### src/rtl/ifetch_pkg.sv
// Shared types and address-field helpers for the instruction-fetch cache.
package ifetch_pkg;

  // Fetch controller states.
  typedef enum logic {
    LOOKUP = 1'b0,
    REFILL = 1'b1
  } state_e;

  // Value presented on the instruction bus whenever there is no hit.
  localparam logic [31:0] INSTR_NOP = 32'h0000_0000;

  // Word-offset field width inside a line (LINES and WORDS are powers of 2, >= 2).
  function automatic int off_w(input int words);
    return $clog2(words);
  endfunction

  // Line-index field width.
  function automatic int idx_w(input int lines);
    return $clog2(lines);
  endfunction

  // Tag field width: everything above byte, offset and index bits.
  function automatic int tag_w(input int lines, input int words);
    return 32 - 2 - $clog2(words) - $clog2(lines);
  endfunction

endpackage

### src/rtl/ifetch_icache_array.sv
// Tag, valid and data storage for the direct-mapped instruction cache.
// Reads are combinational so the fetch bundle settles within the cycle;
// writes happen one word at a time during a refill.
module icache_array
  import ifetch_pkg::*;
#(
  parameter int LINES = 8,
  parameter int WORDS = 4
) (
  input  logic                                 clk,
  input  logic                                 reset,
  // combinational read port
  input  logic [idx_w(LINES)-1:0]              rd_idx_i,
  input  logic [off_w(WORDS)-1:0]              rd_off_i,
  output logic                                 rd_valid_o,
  output logic [tag_w(LINES, WORDS)-1:0]       rd_tag_o,
  output logic [31:0]                          rd_data_o,
  // synchronous word-write port
  input  logic                                 wr_en_i,
  input  logic [idx_w(LINES)-1:0]              wr_idx_i,
  input  logic [off_w(WORDS)-1:0]              wr_off_i,
  input  logic [31:0]                          wr_data_i,
  // set-valid port (also writes the tag)
  input  logic                                 set_valid_i,
  input  logic [idx_w(LINES)-1:0]              sv_idx_i,
  input  logic [tag_w(LINES, WORDS)-1:0]       sv_tag_i
);

  localparam int OFF_W = off_w(WORDS);
  localparam int IDX_W = idx_w(LINES);
  localparam int TAG_W = tag_w(LINES, WORDS);

  logic [31:0]      data_q [LINES*WORDS];
  logic [TAG_W-1:0] tag_q  [LINES];
  logic [LINES-1:0] valid_vec;

  // Data words are written by the refill engine; contents are not reset.
  always_ff @(posedge clk) begin
    if (wr_en_i) begin
      data_q[{wr_idx_i, wr_off_i}] <= wr_data_i;
    end
  end

  // Tag is recorded when the line becomes valid; contents are not reset.
  always_ff @(posedge clk) begin
    if (set_valid_i) begin
      tag_q[sv_idx_i] <= sv_tag_i;
    end
  end

  // One valid flop per line, cleared asynchronously so a reset mid-refill
  // leaves no line marked valid.
  genvar gi;
  generate
    for (gi = 0; gi < LINES; gi++) begin : g_valid
      logic v_q;
      // Per-line valid bit: set at end of refill, cleared by reset.
      always_ff @(posedge clk or posedge reset) begin
        if (reset) begin
          v_q <= 1'b0;
        end else if (set_valid_i && (sv_idx_i == IDX_W'(gi))) begin
          v_q <= 1'b1;
        end
      end
      assign valid_vec[gi] = v_q;
    end
  endgenerate

  assign rd_valid_o = valid_vec[rd_idx_i];
  assign rd_tag_o   = tag_q[rd_idx_i];
  assign rd_data_o  = data_q[{rd_idx_i, rd_off_i}];

  // Keeps the offset width visible for readers; unused beyond port sizing.
  localparam int ADDR_BITS = IDX_W + OFF_W;
  logic [ADDR_BITS-1:0] unused_rd_addr;
  assign unused_rd_addr = {rd_idx_i, rd_off_i};

endmodule

### src/rtl/ifetch_icache.sv
// Instruction-fetch stage: PC register, direct-mapped I-cache lookup and a
// word-by-word refill engine talking req/ack to main memory.
module ifetch_icache
  import ifetch_pkg::*;
#(
  parameter int          LINES    = 8,
  parameter int          WORDS    = 4,
  parameter logic [31:0] RESET_PC = 32'h0000_0000
) (
  input  logic        clk,
  input  logic        reset,
  input  logic        pc_load,
  input  logic [31:0] pc_target,
  output logic [31:0] pc,
  output logic [31:0] instruction,
  output logic [31:0] next_pc,
  output logic        hit,
  output logic        mem_req,
  output logic [31:0] mem_addr,
  input  logic [31:0] mem_rdata,
  input  logic        mem_ack
);

  localparam int OFF_W = off_w(WORDS);
  localparam int IDX_W = idx_w(LINES);
  localparam int TAG_W = tag_w(LINES, WORDS);
  // Width of a line address: tag plus index.
  localparam int LB_W  = TAG_W + IDX_W;

  state_e            state_q, state_d;
  logic [31:0]       pc_q, pc_d;
  logic [LB_W-1:0]   line_q, line_d;   // line being refilled (tag,index)
  logic [OFF_W-1:0]  cnt_q, cnt_d;     // next word of the line to request

  // Address fields of the current PC.
  logic [OFF_W-1:0]  pc_off;
  logic [IDX_W-1:0]  pc_idx;
  logic [TAG_W-1:0]  pc_tag;

  // Fields of the line under refill.
  logic [IDX_W-1:0]  ref_idx;
  logic [TAG_W-1:0]  ref_tag;

  logic              rd_valid;
  logic [TAG_W-1:0]  rd_tag;
  logic [31:0]       rd_data;

  logic              lookup_hit;
  logic              last_word;
  logic              wr_en;
  logic              set_valid;

  assign pc_off  = pc_q[2 +: OFF_W];
  assign pc_idx  = pc_q[2 + OFF_W +: IDX_W];
  assign pc_tag  = pc_q[2 + OFF_W + IDX_W +: TAG_W];

  assign ref_idx = line_q[0 +: IDX_W];
  assign ref_tag = line_q[IDX_W +: TAG_W];

  icache_array #(
    .LINES (LINES),
    .WORDS (WORDS)
  ) u_array (
    .clk         (clk),
    .reset       (reset),
    .rd_idx_i    (pc_idx),
    .rd_off_i    (pc_off),
    .rd_valid_o  (rd_valid),
    .rd_tag_o    (rd_tag),
    .rd_data_o   (rd_data),
    .wr_en_i     (wr_en),
    .wr_idx_i    (ref_idx),
    .wr_off_i    (cnt_q),
    .wr_data_i   (mem_rdata),
    .set_valid_i (set_valid),
    .sv_idx_i    (ref_idx),
    .sv_tag_i    (ref_tag)
  );

  // A hit is only reported while looking up; refill cycles never hit even
  // if the array already holds a matching line.
  assign lookup_hit  = (state_q == LOOKUP) && rd_valid && (rd_tag == pc_tag);
  assign last_word   = (cnt_q == OFF_W'(WORDS - 1));

  // Refill writes: each acknowledged word lands in the latched line; the
  // final word also publishes the tag and valid bit.
  assign wr_en       = (state_q == REFILL) && mem_ack;
  assign set_valid   = wr_en && last_word;

  // Fetch bundle and memory request are pure functions of registered state,
  // so they settle shortly after posedge and hold until the next one.
  assign pc          = pc_q;
  assign hit         = lookup_hit;
  assign instruction = lookup_hit ? rd_data : INSTR_NOP;
  assign next_pc     = pc_q + 32'd4;
  assign mem_req     = (state_q == REFILL);
  assign mem_addr    = {line_q, cnt_q, 2'b00};

  // State, PC, refill line and counter registers with asynchronous reset.
  always_ff @(posedge clk or posedge reset) begin
    if (reset) begin
      state_q <= LOOKUP;
      pc_q    <= RESET_PC;
      line_q  <= '0;
      cnt_q   <= '0;
    end else begin
      state_q <= state_d;
      pc_q    <= pc_d;
      line_q  <= line_d;
      cnt_q   <= cnt_d;
    end
  end

  // Next-state logic: redirect beats sequential advance; a miss latches the
  // line base and starts a refill; a redirect during refill updates the PC
  // but lets the in-flight line finish.
  always_comb begin
    state_d = state_q;
    pc_d    = pc_q;
    line_d  = line_q;
    cnt_d   = cnt_q;
    case (state_q)
      LOOKUP: begin
        if (pc_load) begin
          pc_d = pc_target;
        end else if (lookup_hit) begin
          pc_d = pc_q + 32'd4;
        end else begin
          line_d  = pc_q[31 -: LB_W];
          cnt_d   = '0;
          state_d = REFILL;
        end
      end
      REFILL: begin
        if (mem_ack) begin
          cnt_d = cnt_q + OFF_W'(1);
          if (last_word) begin
            state_d = LOOKUP;
          end
        end
        if (pc_load) begin
          pc_d = pc_target;
        end
      end
      default: begin
        state_d = LOOKUP;
      end
    endcase
  end

endmodule
### config.mk
export PLATFORM = sky130hd
export DESIGN_NAME = ifetch_icache
export DESIGN_NICKNAME = d
export VERILOG_FILES = /design/src/rtl/ifetch_pkg.sv /design/src/rtl/ifetch_icache_array.sv /design/src/rtl/ifetch_icache.sv
export SDC_FILE = /design/constraint.sdc
export NUM_CORES = 1
export LEC_CHECK = 0
export CORE_UTILIZATION = 40
export CTS_CLUSTER_SIZE = 12
export DETAILED_ROUTE_END_ITERATION = 7
export SYNTH_ARGS = -nofsm -noshare
export SYNTH_HDL_FRONTEND = slang
export SYNTH_HIERARCHICAL = 1
export SYNTH_SLANG_ARGS = --single-unit
### constraint.sdc
create_clock -name clk -period 6.6 [get_ports clk]
set_input_delay 0.99 -clock clk [delete_from_list [all_inputs] [get_ports clk]]
set_output_delay 0.99 -clock clk [all_outputs]
set_load 0.005 [all_outputs]
==> results.tsv <==
stage	metric	value	unit
run_status	status	finished with violations	
run_status	violations	design-rule violations	
grt	grt_max_degree	112	
clocking	clk_pin_slew	0.06	ns
clocking	cts-resized-gates	0	
cells_and_area	area_growth	15.6	%
power	p_leak	0.0214	uW
placement	hpwl	79300	um
logic_synthesis	synth_cells	3032	
clocking	root_buffer	clkbuf_16	
setup_path	slowest_delay	1.00	ns
placement	gp_congestion	0.834	
setup_path	r2r_setup_slack	1.93	ns
clocking	cts_setup_buffers	0	
logic_synthesis	synth_xor_area_frac	0.00885	
grt	grt_pass1_wl	199000	um
logic_synthesis	syn_area	0.0525	mm^2
sta	fin_crit_sh	0.913	
detailed_routing	vias_per_cell	5.61	
setup_path	crit_path_max_fanout	53	
detailed_routing	post_drt_wl_per_cell	27.4	um
sta	setup_tns	0	ns
die	dieArea	0.133	mm^2
setup_path	crit_family	simple AND/OR/NAND/NOR gates	
cells_and_area	nets	3336	
setup_path	path_buf_inv	2	
power	power.total	20000	uW
grt	grtUsageTotal	0.210	
logic_synthesis	synth_compound_area_frac	0.0500	
setup_path	arrival	5.03	ns
setup_path	critical_path.cell_chain	mux4_1 > mux2_2 > xor2_1 > nor4_2 > and4_2 > buf_4 > and3_1 > clkdlybuf4s50_1	
sta	fin_skew	0.0315	ns
grt	overflow	0	
detailed_routing	drt-initial-drc-count	2575	
logic_synthesis	synth_cell_types	68	
detailed_routing	drc	1	
setup_path	crit_type	flip-flop to output port	
grt	grt_pass1_vias	28000	
sta	hold_viol_final	0	
logic_synthesis	synth-edff-count	1224	
detailed_routing	wirelength	140000	um
die	die_y	364	um
logic_synthesis	ys_seq_area_frac	0.734	
sta	slew_headroom	0.172	
clocking	h-tree-depth	4	
logic_synthesis	yosys.area_share.simple	0.0454	
sta	drv_slew	0	
die	ios	198	
die	die_w	364	um
die	row_count	132	
clocking	cts_buffer_depth	3	
cells_and_area	drive_gt1_frac	0.121	
placement	place.port_buffers	195	
sta	rsz0062_at_grt	false	
detailed_routing	firstDrtPassIters	8	
cells_and_area	fillCellCount	11100	
logic_synthesis	synth_flop_cell	edfxtp_1	
setup_path	required	5.61	ns
placement	dp_cells	4867	
logic_synthesis	synthArstFlopShare	0.0548	
sta	period_minus_slack	6.02	ns
cells_and_area	final_cells	5111	
die	core_area	0.130	mm^2
detailed_routing	vias	28700	
setup_path	end_kind	output port	
sta	tightest_slew	1.24	ns
grt	antenna_found_initial	15	
logic_synthesis	synthMuxAreaShare	0.135	
sta	setup_viol	0	
setup_path	critical_path.startpoint_type	flip-flop	
sta	max_freq	166	MHz
clocking	hold_buffers	0	
power	power.density	330	mW/mm^2
power	ir_worst_vdd	0.303	mV
clocking	insertion_delay	0.76	ns
logic_synthesis	avgSynthCellArea	17.3	um^2
run	maxCapViolations	0	
min_path	hold_path_class	flip-flop to flip-flop	
clocking	cts_buffers	139	
logic_synthesis	synth-seq-cells	1295	
setup_path	critPathSlowestCell	dfrtp_4	
die	start_util	0.404	
clocking	clock-sinks	1295	
logic_synthesis	synth_top_family_by_area	multiplexers	
logic_synthesis	synth_adder_area_share	0.000477	
detailed_routing	detail-route-antenna-nets	0	
clocking	cts_tree	yes	
logic_synthesis	yosysWarnings	6	
## layer usage
layer / part of all wire / vias to the layer above / routed length (um) / track usage
li1: - / 12500 / - / -
met1: 0.43 / 14900 / 60400 / 0.285
met2: 0.47 / 964 / 65500 / 0.327
met3: 0.066 / 270 / 9240 / 0.0462
met4: 0.036 / 14 / 4980 / 0.0832
met5: 0.00065 / - / 91 / 0
## sequential cells by signal, summed over array words and instances (netlist names)
signal / flops
u_array/tag_q: 200
cnt_q: 2
pc: 32
u_array/data_q: 1024
u_array/g_valid.v_q: 8
line_q: 28
mem_req: 1
## path summary, 6_finish.rpt
check	start	endpoint	cells past startpoint
setup / recovery	pc[4]	instruction[24]	8
hold / removal	u_array/g_valid[2].v_q	u_array/g_valid[2].v_q	1
setup reg to reg	pc[4]	line_q[26]	8
hold reg to reg	u_array/g_valid[2].v_q	u_array/g_valid[2].v_q	1
max in group asynchronous	reset	pc[4]	3
min in group asynchronous	reset	u_array/g_valid[2].v_q	2
## synth_stat cells (all sizes together), types with 15 or more instances
| library cell | n | area share |
|---|---|---|
| edfxtp | 1224 | 0.70 |
| mux2i | 512 | 0.098 |
| buf | 150 | 0.021 |
| nand2 | 134 | 0.0096 |
| nand3 | 117 | 0.011 |
| a21oi | 104 | 0.0099 |
| a22oi | 96 | 0.014 |
| dfrtp | 71 | 0.034 |
| a22o | 65 | 0.011 |
| nor2 | 59 | 0.0042 |
| mux2 | 56 | 0.012 |
| mux4 | 52 | 0.025 |
| a31oi | 50 | 0.0060 |
| clkbuf | 50 | 0.0038 |
| nor3 | 44 | 0.0044 |
| and3 | 41 | 0.0049 |
| xor2 | 34 | 0.0057 |
| xnor2 | 19 | 0.0032 |
| inv | 15 | 0.0011 |
## through the flow
stage | hold WS (ns) | setup slack, ns | util | area (um^2)
after detailed placement | 0.451 | 1.39 | 0.435 | 56400
after CTS | 0.467 | 0.522 | 0.467 | 60600
final | 0.460 | 0.577 | 0.467 | 60600
after global routing | 0.485 | 0.426 | 0.467 | 60600
after global placement | 0.450 | 1.42 | 0.435 | 56400
after floorplan | 0.434 | 2.73 | - | 52500
## logic make-up after synthesis
group / Yosys count
flip-flops: 1295
AND/OR/NAND/NOR: 473
other: 1
XOR/XNOR: 53
AO/OA/AOI/OAI: 373
multiplexers: 620
buffers and inverters: 215
adder cells (fa/ha/maj): 2
## cell usage in the layout, fill, tap and decap left out, types with 65 or more instances in the layout
master,Yosys,final
a21oi_1,104,104
a22o_1,65,65
a22oi_1,96,96
buf_4,31,89
clkbuf_16,0,140
clkdlybuf4s50_1,0,194
dfrtp_1,71,67
edfxtp_1,1224,1224
mux2i_1,512,512
nand2_1,134,133
nand3_1,116,116
## report_power, final
group	internal [uW]	switching [uW]	total [uW]
Combinational	958	1590	2550
Clock	4080	3200	7280
Sequential	9710	445	10200
## layout make-up
| class | instances | area [um^2] | area share |
|---|---|---|---|
| clock buffer | 187 | 3690 | 0.0608 |
| clock inverter | 52 | 514 | 0.00848 |
| tap | 1742 | 2180 | 0.0359 |
| antenna | 5 | 12.5 | 0.000206 |
| timing repair buffer | 292 | 2780 | 0.0458 |
| inverter | 15 | 56.3 | 0.000928 |
| sequential | 1295 | 38500 | 0.636 |
| multi-input combinational | 1523 | 12900 | 0.212 |
Note: power is estimated with default switching activity, not from simulation.
